==> config.mk <==
export PLATFORM = sky130hd
export DESIGN_NAME = rr_onehot_arbiter
export DESIGN_NICKNAME = d
export VERILOG_FILES = /design/src/rtl/rr_onehot_arbiter.sv
export SDC_FILE = /design/constraint.sdc
export NUM_CORES = 1
export LEC_CHECK = 0
export BUFFER_PORTS_ARGS = -buffer_cell sky130_fd_sc_hd__clkbuf_2
export CORE_MARGIN = 2
export CORE_UTILIZATION = 55
export CTS_CLUSTER_DIAMETER = 50
export DETAILED_ROUTE_END_ITERATION = 7
export GPL_TIMING_DRIVEN = 0
export HOLD_SLACK_MARGIN = 0.06
export PLACE_DENSITY = 0.76
export SLEW_MARGIN = 30
export SYNTH_ARGS = -nofsm -noshare
export SYNTH_HDL_FRONTEND = slang
export SYNTH_SLANG_ARGS = --single-unit
==> constraint.sdc <==
create_clock -name clk -period 10.3 [get_ports clk]
set_input_delay 0.515 -clock clk [delete_from_list [all_inputs] [get_ports clk]]
set_output_delay 0.515 -clock clk [all_outputs]
set_load 0.1 [all_outputs]
==> src/rtl/rr_onehot_arbiter.sv <==
// -----------------------------------------------------------------------------
// rr_onehot_arbiter
//
// Round-robin arbiter for N requesters with a registered one-hot grant.
// The owner keeps the grant until it asserts done or drops its request.
// Priority then rotates to the requester just past the released owner. The
// same cycle re-arbitrates, so back-to-back grants have no idle bubble.
//
// Optional build macro: ARB_TIMEOUT_EN
//   When defined, an 8-bit hold counter forces a release once a single grant
//   has been held for MAX_HOLD cycles. timeout pulses for that one cycle.
//   When undefined, timeout is constant 0 and a grant is held indefinitely.
//
// Ports:
//   clk          system clock, rising edge
//   reset        synchronous, active-high reset
//   req[N]       request vector, bit i = requester i
//   done         current owner finished (sampled only while grant_valid=1)
//   grant[N]     registered one-hot grant, or all zero
//   grant_valid  high when grant is non-zero
//   grant_idx    binary index of the granted bit, 0 when idle
//   timeout      one-cycle pulse on a forced release
// -----------------------------------------------------------------------------
module rr_onehot_arbiter #(
    parameter int N        = 8,
    parameter int IDX_W    = $clog2(N),
    parameter int MAX_HOLD = 16
) (
    input  logic             clk,
    input  logic             reset,
    input  logic [N-1:0]     req,
    input  logic             done,
    output logic [N-1:0]     grant,
    output logic             grant_valid,
    output logic [IDX_W-1:0] grant_idx,
    output logic             timeout
);

    typedef enum logic {
        IDLE = 1'b0,
        BUSY = 1'b1
    } state_t;

    state_t             state, state_n;
    logic [N-1:0]       grant_n;
    logic [IDX_W-1:0]   idx_n;
    logic [IDX_W-1:0]   ptr, ptr_n;
    logic [IDX_W-1:0]   scan_base;
    logic               pick_hit;
    logic [IDX_W-1:0]   pick_idx;
    logic               load;
    logic               release_now;
    logic               tmo;

    // Index one past i, wrapping N-1 -> 0 (N need not be a power of two).
    function automatic logic [IDX_W-1:0] next_idx(input logic [IDX_W-1:0] i);
        if (int'(i) == N - 1)
            return '0;
        else
            return i + IDX_W'(1);
    endfunction

    // First set bit of r scanning base, base+1, ..., wrapping. Walking the
    // offsets from farthest to nearest lets the nearest hit overwrite the
    // rest without an early loop exit. Result is {hit, index}.
    function automatic logic [IDX_W:0] pick(input logic [N-1:0] r,
                                            input logic [IDX_W-1:0] base);
        logic [IDX_W:0] res;
        int             j;
        res = '0;
        for (int k = N - 1; k >= 0; k--) begin
            j = int'(base) + k;
            if (j >= N)
                j = j - N;
            if (r[IDX_W'(j)])
                res = {1'b1, IDX_W'(j)};
        end
        return res;
    endfunction

    // While busy, a release re-arbitrates from one past the owner; this also
    // puts the owner's own request last in line. While idle, scan from ptr.
    assign scan_base            = (state == BUSY) ? next_idx(grant_idx) : ptr;
    assign {pick_hit, pick_idx} = pick(req, scan_base);

    // done and request withdrawal in the same cycle are one release.
    assign release_now = done | ~req[grant_idx] | tmo;

`ifdef ARB_TIMEOUT_EN
    logic [7:0] hold_cnt;

    assign tmo     = (state == BUSY) && (hold_cnt == 8'(MAX_HOLD - 1));
    assign timeout = tmo;

    // Hold counter: restarts with every newly loaded grant.
    always_ff @(posedge clk) begin
        if (reset)
            hold_cnt <= '0;
        else if (load)
            hold_cnt <= '0;
        else if (state == BUSY)
            hold_cnt <= hold_cnt + 8'd1;
    end
`else
    logic unused_cfg;

    assign tmo        = 1'b0;
    assign timeout    = 1'b0;
    assign unused_cfg = ^{1'b0, 32'(MAX_HOLD)};
`endif

    always_comb begin
        state_n = state;
        grant_n = grant;
        idx_n   = grant_idx;
        ptr_n   = ptr;
        load    = 1'b0;

        case (state)
            IDLE: begin
                if (pick_hit)
                    load = 1'b1;
            end
            BUSY: begin
                if (release_now) begin
                    ptr_n = scan_base;
                    if (pick_hit) begin
                        load = 1'b1;
                    end else begin
                        grant_n = '0;
                        idx_n   = '0;
                        state_n = IDLE;
                    end
                end
            end
            default: begin
                state_n = IDLE;
                grant_n = '0;
                idx_n   = '0;
            end
        endcase

        if (load) begin
            grant_n = N'(1) << pick_idx;
            idx_n   = pick_idx;
            state_n = BUSY;
        end
    end

    // Grant register: the only source of grant, no req-to-grant comb path.
    always_ff @(posedge clk) begin
        if (reset) begin
            state     <= IDLE;
            grant     <= '0;
            grant_idx <= '0;
            ptr       <= '0;
        end else begin
            state     <= state_n;
            grant     <= grant_n;
            grant_idx <= idx_n;
            ptr       <= ptr_n;
        end
    end

    assign grant_valid = (state == BUSY);

endmodule

==> results of run 1 <==
==> critical path: stages, from the launching register on <==
cell      delay (ps)
dfxtp_1          460
ha_1             210
ha_1             290
nor2b_1          100
mux2i_1          430
inv_1            140
buf_2            230
ha_1             280
xnor2_2          360
mux4_2           560
a21boi_1         150
nand3_1          110
o211ai_2         130
mux2i_1          410
a32o_2           230
==> metrics by stage <==
step           hold slack (ps)  utilization [%]  power [mW]  worst slack, ps  std cells
5_1_grt                    459             63.5       0.817             5850        268
3_3_place_gp               447             62.6       0.709             6350        264
4_1_cts                    455             63.5       0.763             6170        268
6_report                   456             63.5       0.765             6160        268
2_1_floorplan              477                -       0.620             6140        197
3_5_place_dp               455             62.6       0.727             6210        264
==> placed cells by master (no fill, tap or decap), drive strengths merged, types with 7 or more instances in the layout <==
cell,instances
clkbuf,26
mux2i,18
dfxtp,15
a21oi,15
nand2,14
nor2,13
mux4,13
nand3,12
a32o,8
inv,7
==> state kept, by name, indices dropped and copies added, names as in the netlist <==
name	cells
grant	8
grant_idx	3
ptr	3
grant_valid	1
==> layout make-up <==
class | count | area [um^2] | area share [%]
well taps | 46 | 57.6 | 2.70
multi-input cells | 166 | 1530 | 71.5
inverters | 7 | 31.3 | 1.47
flip-flops and latches | 15 | 300 | 14.1
repair buffers | 21 | 105 | 4.92
plain buffers | 9 | 87.6 | 4.10
clock buffers | 3 | 22.5 | 1.06
clock inverters | 1 | 5.00 | 0.234
==> worst max path at each step <==
stage | startpoint | to | slack, ps | cells past startpoint
final | grant_idx[1] | grant[3] | 6160 | 14
after global routing | grant_idx[1] | grant[1] | 5850 | 14
after CTS | grant_idx[1] | grant[7] | 6170 | 14
after detailed placement | grant_idx[1] | grant[3] | 6210 | 14
after global placement | grant_idx[1] | grant[4] | 6350 | 14
after floorplan | grant_idx[1] | grant[0] | 6140 | 14
==> power breakdown <==
part | internal, mW | switching (mW)
Sequential | 0.0752 | 0.0149
Clock | 0.0144 | 0.0210
Combinational | 0.254 | 0.385
Total | 0.344 | 0.421
==> layer usage <==
layer / GRT usage (%) / up-vias / share of wire [%]
li1: - / 830 / -
met5: 0 / - / 0
met3: 3.39 / 6 / 6.1
met4: 4.89 / 0 / 1.2
met2: 43.7 / 83 / 49
met1: 34.8 / 860 / 44
==> cell usage after synthesis, drive strengths merged, types with 2 or more instances <==
| master | n |
|---|---|
| inv | 7 |
| nor2b | 5 |
| dfxtp | 15 |
| a21boi | 2 |
| or2 | 3 |
| nand3 | 12 |
| buf | 6 |
| a21oi | 15 |
| and2 | 3 |
| a31oi | 3 |
| nor2 | 13 |
| a211oi | 2 |
| mux2i | 18 |
| mux2 | 6 |
| o22ai | 2 |
| ha | 3 |
| a22oi | 2 |
| a211o | 2 |
| a21o | 4 |
| mux4 | 13 |
| o21ai | 4 |
| clkbuf | 2 |
| a32o | 8 |
| nand2 | 14 |
| nor3 | 5 |
| o211ai | 3 |
| xnor2 | 5 |
| nand4 | 2 |
| nand2b | 2 |
==> cell families (layout without fill, tap and decap cells) <==
group / count (synthesis) / after routing / share of synthesized area (%)
AO/OA/AOI/OAI: 55 / 55 / 23.8
XOR/XNOR: 5 / 5 / 3.02
adder cells (fa/ha/maj): 3 / 3 / 1.93
buffers and inverters: 16 / 41 / 6.11
flip-flops: 15 / 15 / 15.4
multiplexers: 37 / 37 / 30.2
other: 1 / 1 / 0.193
AND/OR/NAND/NOR: 65 / 65 / 19.3
==> impl_summary.md, run 1 <==
Job
The total of max-cap violations is 0.

Detailed routing
The post-detailed-route wirelength per cell is roughly 18 um. The final layout contains routed wiring with a total length of approximately 5000 um. In this run, the number of DRC markers left after iteration 0 of detailed routing was 74.

The detailed-route vias per instance is roughly 6.6. The number of vias after detailed routing is 1779. Before antenna repair, the detailed router went through 4 iterations. The DRC violation count after routing is 0.

The detail route stage leaves a number of antenna-violating nets equal to 0.

Die
For this configuration, the core starts out at a cell density of approximately 58%. The total die area is 4030 um^2. Row generation in the floorplan step produced 21 rows. The floorplan step set the die width to around 63 um.

During I/O placement, the number of pins put on the boundary was 24. The core region is between 3000 and 4000 um^2. The floorplan die height is ~63 um.

Yosys
The dominant synthesized flop cell is dfxtp_1. Yosys printed 0 warnings. The flip-flop and latch count after synthesis is 15. After synthesis, the cell types taking the most area are dfxtp_1 15%, mux4_2 10%, mux2i_1 8.2%, mux4_1 5.4%, a32o_1 3.6%. The count of mapped cells out of synthesis is around 200. Counting flops with an async set or reset pin after synthesis yields a share of 0%. The number of synthesized flops with an enable pin is 0. After synthesis, the netlist uses 70 different library cells.

A synthesized cell averages ~9.9 um^2. The leading area contributor after synthesis is dfxtp_1. The cell area after technology mapping is between 1500 and 2000 um^2. Of the post-synthesis cell area, the dominant cell type holds between 10% and 20%. The fraction of the yosys area taken by sequential cells is between 10% and 20%. Counting every net in the synthesized netlist gives approximately 210.

Timing
The worst-case clock skew is approximately 1.0 ps. Headroom to the max-slew limit came out at 54.9%. The maximum frequency from static timing analysis is roughly 240 MHz. Subtracting the final worst setup slack from the clock period gives 4140 ps. At the pin with the least slew margin, the transition time is approximately 670 ps. The aggregate negative setup slack is 0 ps. The final critical-path share of the clock period is 40.2%. The final max-slew violation count is 0. Setup repair after global routing left no endpoint under its margin. The final number of hold-violating endpoints is 0.

The number of setup violations in the final report is 0.

Status
The flow ran to the end, and the final reports show no timing, DRC or antenna violations.

Cells and area
The net count of the finished layout is ~240. Cells with a size suffix above 1 make up about a third of the layout. The number of antenna diodes is 0. Fill cells in the final layout number 314. The post-synthesis to final-layout area growth is 9.78%.

The area of all placed cells without fillers is around 2100 um^2.

Power
IR analysis of the VDD net gives a maximum drop of ~0.15 mV. The reported leakage power is between 0.8 and 0.9 nW. Power spread over the standard cell area amounts to 358 nW/um^2.

Worst setup path
The data arrival at the endpoint of the critical path is around 4400 ps. The endpoint of the worst-slack reg-to-reg timing path is grant[3]. The worst path required time is approximately 11000 ps. STA classifies the critical path endpoint as a flop.

Of all nets on the critical path, the largest fanout is 10. The minimum setup slack among reg-to-reg paths is roughly 6200 ps. Measured in cells, the most critical reg-to-reg path has a length of 14. The reg-to-reg critical path startpoint is grant_idx[1]. The element type at the critical path start is a flop. The critical path start-end classification is flop to flop.

Clock network
Buffers inserted to repair hold after CTS numbered 0. The number of H-tree levels is 1. The CTS tree is yes. The number of clock sinks is 15. The number of buffers created by CTS is 3. The count of instances resized after the clock tree is built is 0.

The buffer levels on the longest clock path is 2. The clock transition at the registers of the reported paths is about 100 ps. The total setup buffers inserted after CTS is 0. The cell at the root of the clock tree is clkbuf_4. The later-pin clock latency in the skew report is a little under 300 ps.

Min path
The class of the tightest hold or removal check is input port to flop. The path with the worst hold slack has its endpoint at grant_idx[0]. The worst hold path cell count is 2. The startpoint identified for the worst hold timing path is reset.

Place
The detailed placement HPWL is ~3900 um. The final RePlAce weighted congestion is ~0.92. The number of I/O port buffers is 21. The cell area reported after detailed placement is about 2100 um^2.

GRT
The total congestion overflow is 0. The initial antenna violation count is 0. The maximum number of pins on one net before global-route repair is 11.

The overall fraction of global-route tracks in use is about a quarter. The first global-routing pass estimated approximately 8200 um of wire. The number of global-route vias before repair came to between 1500 and 2000.
No activity file was read; power rests on OpenSTA's default activity.
==> inputs of run 2 (changes only) <==
Settings changed: ABC_AREA from default to 1, CORE_UTILIZATION 55 to 51.
Clock period 10.3 ns to 3.59 ns, I/O delays scaled along.
==> run 2 against run 1 <==
  * Global-route usage fell by 2.5 points
  * Setup slack got worse by 5700 ps
  * Cell count up 15%
  * Critical path type unchanged
  * Sequential cell count did not move
  * Core utilization fell by 2.6 points
==> impl_summary.md, run 2 <==
Status
Outcome: completed (unchanged).

Yosys
The library cell with the highest instance count after synthesis is nand2_1 (was mux2i_1). The flip-flop and latch count after synthesis is 15 (unchanged). The dominant synthesized flop cell is dfxtp_1 (unchanged). The count of yosys warnings during synthesis came to 0 (unchanged). The area share of the largest cell type after synthesis is 19.8% (was 15.4%). The number of synthesized flops with an enable pin is 0 (unchanged). The number of distinct library cells after synthesis came to 31 (was 70). The count of mapped cells out of synthesis is 252 (was 197). Synth top area cells: dfxtp_1 20%, nand2_1 19%, nand3_1 13%, a21oi_1 7.3%, nand2_2 6.2% (was dfxtp_1 15%, mux4_2 10%, mux2i_1 8.2%, mux4_1 5.4%, a32o_1 3.6%).

The mean instance size in the synthesized netlist is 6.01 um^2 (was 9.87 um^2). The fraction of the yosys area taken by sequential cells is 19.8% (was 15.4%). The synthesized net count came to 266 (was 211).

Ranking of synthesized cells by instance count: 78 x nand2_1, 40 x nand3_1, 23 x inv_1 (was 16 x mux2i_1, 15 x dfxtp_1, 13 x nand2_1). The leading area contributor after synthesis is dfxtp_1 (unchanged). The cell area after technology mapping is 1520 um^2 (was 1940 um^2).

The share of async-settable or async-resettable flops after synthesis is 0% (unchanged).

Job
The total of max-cap violations is 0 (unchanged).

Clock network
The later-pin clock latency in the skew report is 290 ps (about the same). The CTS tree is yes (unchanged). The cell at the root of the clock tree is clkbuf_4 (unchanged). The post-cts hold buffer count is 0 (unchanged). The clock transition at the registers of the reported paths is 100 ps (about the same). The count of instances resized after the clock tree is built is 0 (unchanged). The buffer levels on the longest clock path was 2 (unchanged). The total setup buffers inserted after CTS came to 0 (unchanged).

The number of H-tree levels was 1 (unchanged). The number of clock sinks came to 15 (unchanged). The number of buffers created by CTS is 3 (unchanged).

Timing
The max-slew headroom at the worst pin is 64.0% (was 54.9%). The number of setup violations in the final report came to 0 (unchanged). The clock period minus final worst setup slack is 3100 ps (was 4140 ps). RSZ-0062 raised after global routing: no (unchanged). The worst-case clock skew came to 10.0 ps (was 1.04 ps).

The final number of hold-violating endpoints is 0 (unchanged). The final max-slew violation count is 0 (unchanged). The maximum frequency from static timing analysis was 323 MHz (was 241 MHz).

The worst-margin pin slew is 542 ps (was 668 ps). The aggregate negative setup slack is 0 ps (unchanged). The final critical-path share of the clock period is 86.3% (was 40.2%).

Cells and area
The area taken by flip-flops and latches is 300 um^2 (unchanged). Commonest non-fill, non-tap cells in the layout: 78 x nand2_1, 40 x nand3_1, 23 x inv_1 (was 21 x clkbuf_2, 16 x mux2i_1, 15 x dfxtp_1). The number of flip-flops under the largest register name is 8 (unchanged).

The area occupied by multi-input gates is 1050 um^2 (was 1530 um^2). The most common cell after layout, fill and taps aside is nand2_1 (was clkbuf_2). The area of all placed cells without fillers is 1690 um^2 (was 2130 um^2). The post-synthesis to final-layout area growth is 11.6% (was 9.78%).

The number of antenna diodes came to 0 (unchanged). The fraction of final layout cells sized beyond drive strength 1 was 24.8% (was 34.7%). The number of nets in the final layout is 293 (was 237). Leading registers by flop count: grant x8, grant_idx x3, ptr x3 (unchanged). The register ranked first by flip-flop count is grant (unchanged). The final-layout fill cell count is 282 (was 314).

GRT
The number of global-route vias before repair is 1485 (was 1684). The overall fraction of global-route tracks in use is 23.1% (was 25.6%). The first-pass GRT wire length is 6240 um (was 8160 um). The maximum number of pins on one net before global-route repair is 11 (unchanged). The initial antenna violation count is 0 (unchanged). The total congestion overflow is 0 (unchanged).

Detailed routing
The post-detailed-route wirelength per cell is 11.8 um (was 18.2 um). The number of vias after detailed routing was 1687 (was 1779). The iteration count of the initial detailed-routing pass is 4 (unchanged). The detailed-route vias per instance was 5.46 (was 6.64). The violation count after the first detailed-route iteration is 67 (was 74). The final wirelength is 3640 um (was 4870 um). The DRC violation count after routing came to 0 (unchanged). The remaining antenna violation count was 0 (unchanged).

Place
The detailed placement HPWL is 2970 um (was 3880 um). The cell area reported after detailed placement is 1660 um^2 (was 2110 um^2). The final RePlAce weighted congestion was 0.913 (was 0.915). The number of I/O port buffers is 22 (was 21).

Worst setup path
The element type at the critical path start is a flop (unchanged). The critical path start-end classification is flop to flop (unchanged). The worst-case reg-to-reg path depth is 20 (was 14). The highest fanout seen on the critical path is 10 (unchanged). The worst path required time is 3820 ps (was 10540 ps).

The category of the worst setup path capture point is a flop (unchanged). The data arrival at the endpoint of the critical path was 3330 ps (was 4380 ps).

Die
The number of top-level pins is 24 (unchanged). The floorplan die height is 58.5 um (was 63.5 um). The core area was 2780 um^2 (was 3360 um^2). The effective utilization at floorplan was 54.5% (was 57.8%). The die outline width came to 58.5 um (was 63.5 um). The total die area came to 3420 um^2 (was 4030 um^2). The number of rows in the core area is 19 (was 21).

Min path
The class of the tightest hold or removal check is input port to flop (unchanged). The worst hold path cell count is 2 (unchanged).
## run 2: cell types whose count changed in the layout (fill, tap and decap cells not counted), sizes merged, moves of 5 or more
cell   change
a21oi      +8
a32o       -8
inv       +21
mux2       -6
mux2i     -18
mux4      -13
nand2     +83
nand3     +32
nor2b      -5
nor3       -5
o21ai      +5
## run 2: cells by family after synthesis
logic type / synth area share [%]
xor gates and xnor gates: 1.16
adders and majority gates: 2.48
buffers and inverters: 11.0
other: 0.247
DFF: 19.8
AOI/OAI and AO/OA: 13.0
and+or+nand+nor: 52.3
## run 2: metal layers
layer	vias up	track usage (%)	routed length, um
met5	-	0	0
met4	0	8.97	51
met3	5	0.879	196
met2	52	40.1	1710
met1	755	30.0	1690
li1	875	-	-
## run 2: path summary, 6_finish.rpt
check               start  slack [ps]       end
min                 reset         120    ptr[1]
max          grant_idx[1]         490  grant[4]
max reg2reg  grant_idx[1]         490  grant[4]
min reg2reg      grant[1]         470  grant[1]
## run 2: critical path, stage by stage, from the launching register on
cell and delay (ps):
dfxtp_1 480, ha_1 200, ha_1 240, inv_2 60, nand3_2 80, nand2_2 90
buf_4 180, ha_1 340, inv_1 140, nand2_1 90, nand3_1 110, nand2_2 90
nor2_2 140, nand2_1 70, nor2_2 190, inv_2 60, nand2_4 80, nand2_2 80
clkinv_4 90, nand2_1 50, a21oi_1 140
## run 2: area by class of cell
| cell class | count | area share (%) |
|---|---|---|
| Buffer | 6 | 3.11 |
| Clock buffer | 3 | 1.33 |
| Clock inverter | 1 | 0.296 |
| Inverter | 29 | 6.73 |
| Multi-Input combinational cell | 202 | 62.0 |
| Sequential cell | 15 | 17.8 |
| Tap cell | 31 | 2.29 |
| Timing Repair Buffer | 22 | 6.51 |
## run 2: stage by stage
stage                     cells  utilization [%]  setup slack (ps)  hold WS [ps]
after floorplan             252                -               226           249
after global placement      305             59.8               597           414
after detailed placement    305             59.8               546           420
after CTS                   309             60.8               514           113
after global routing        309             60.8               235           121
final                       309             60.8               490           121
Power of run 2 is left out: the tool's default activity adds up to more than one toggle a clock period on the data nets, which glitch-free logic cannot reach.
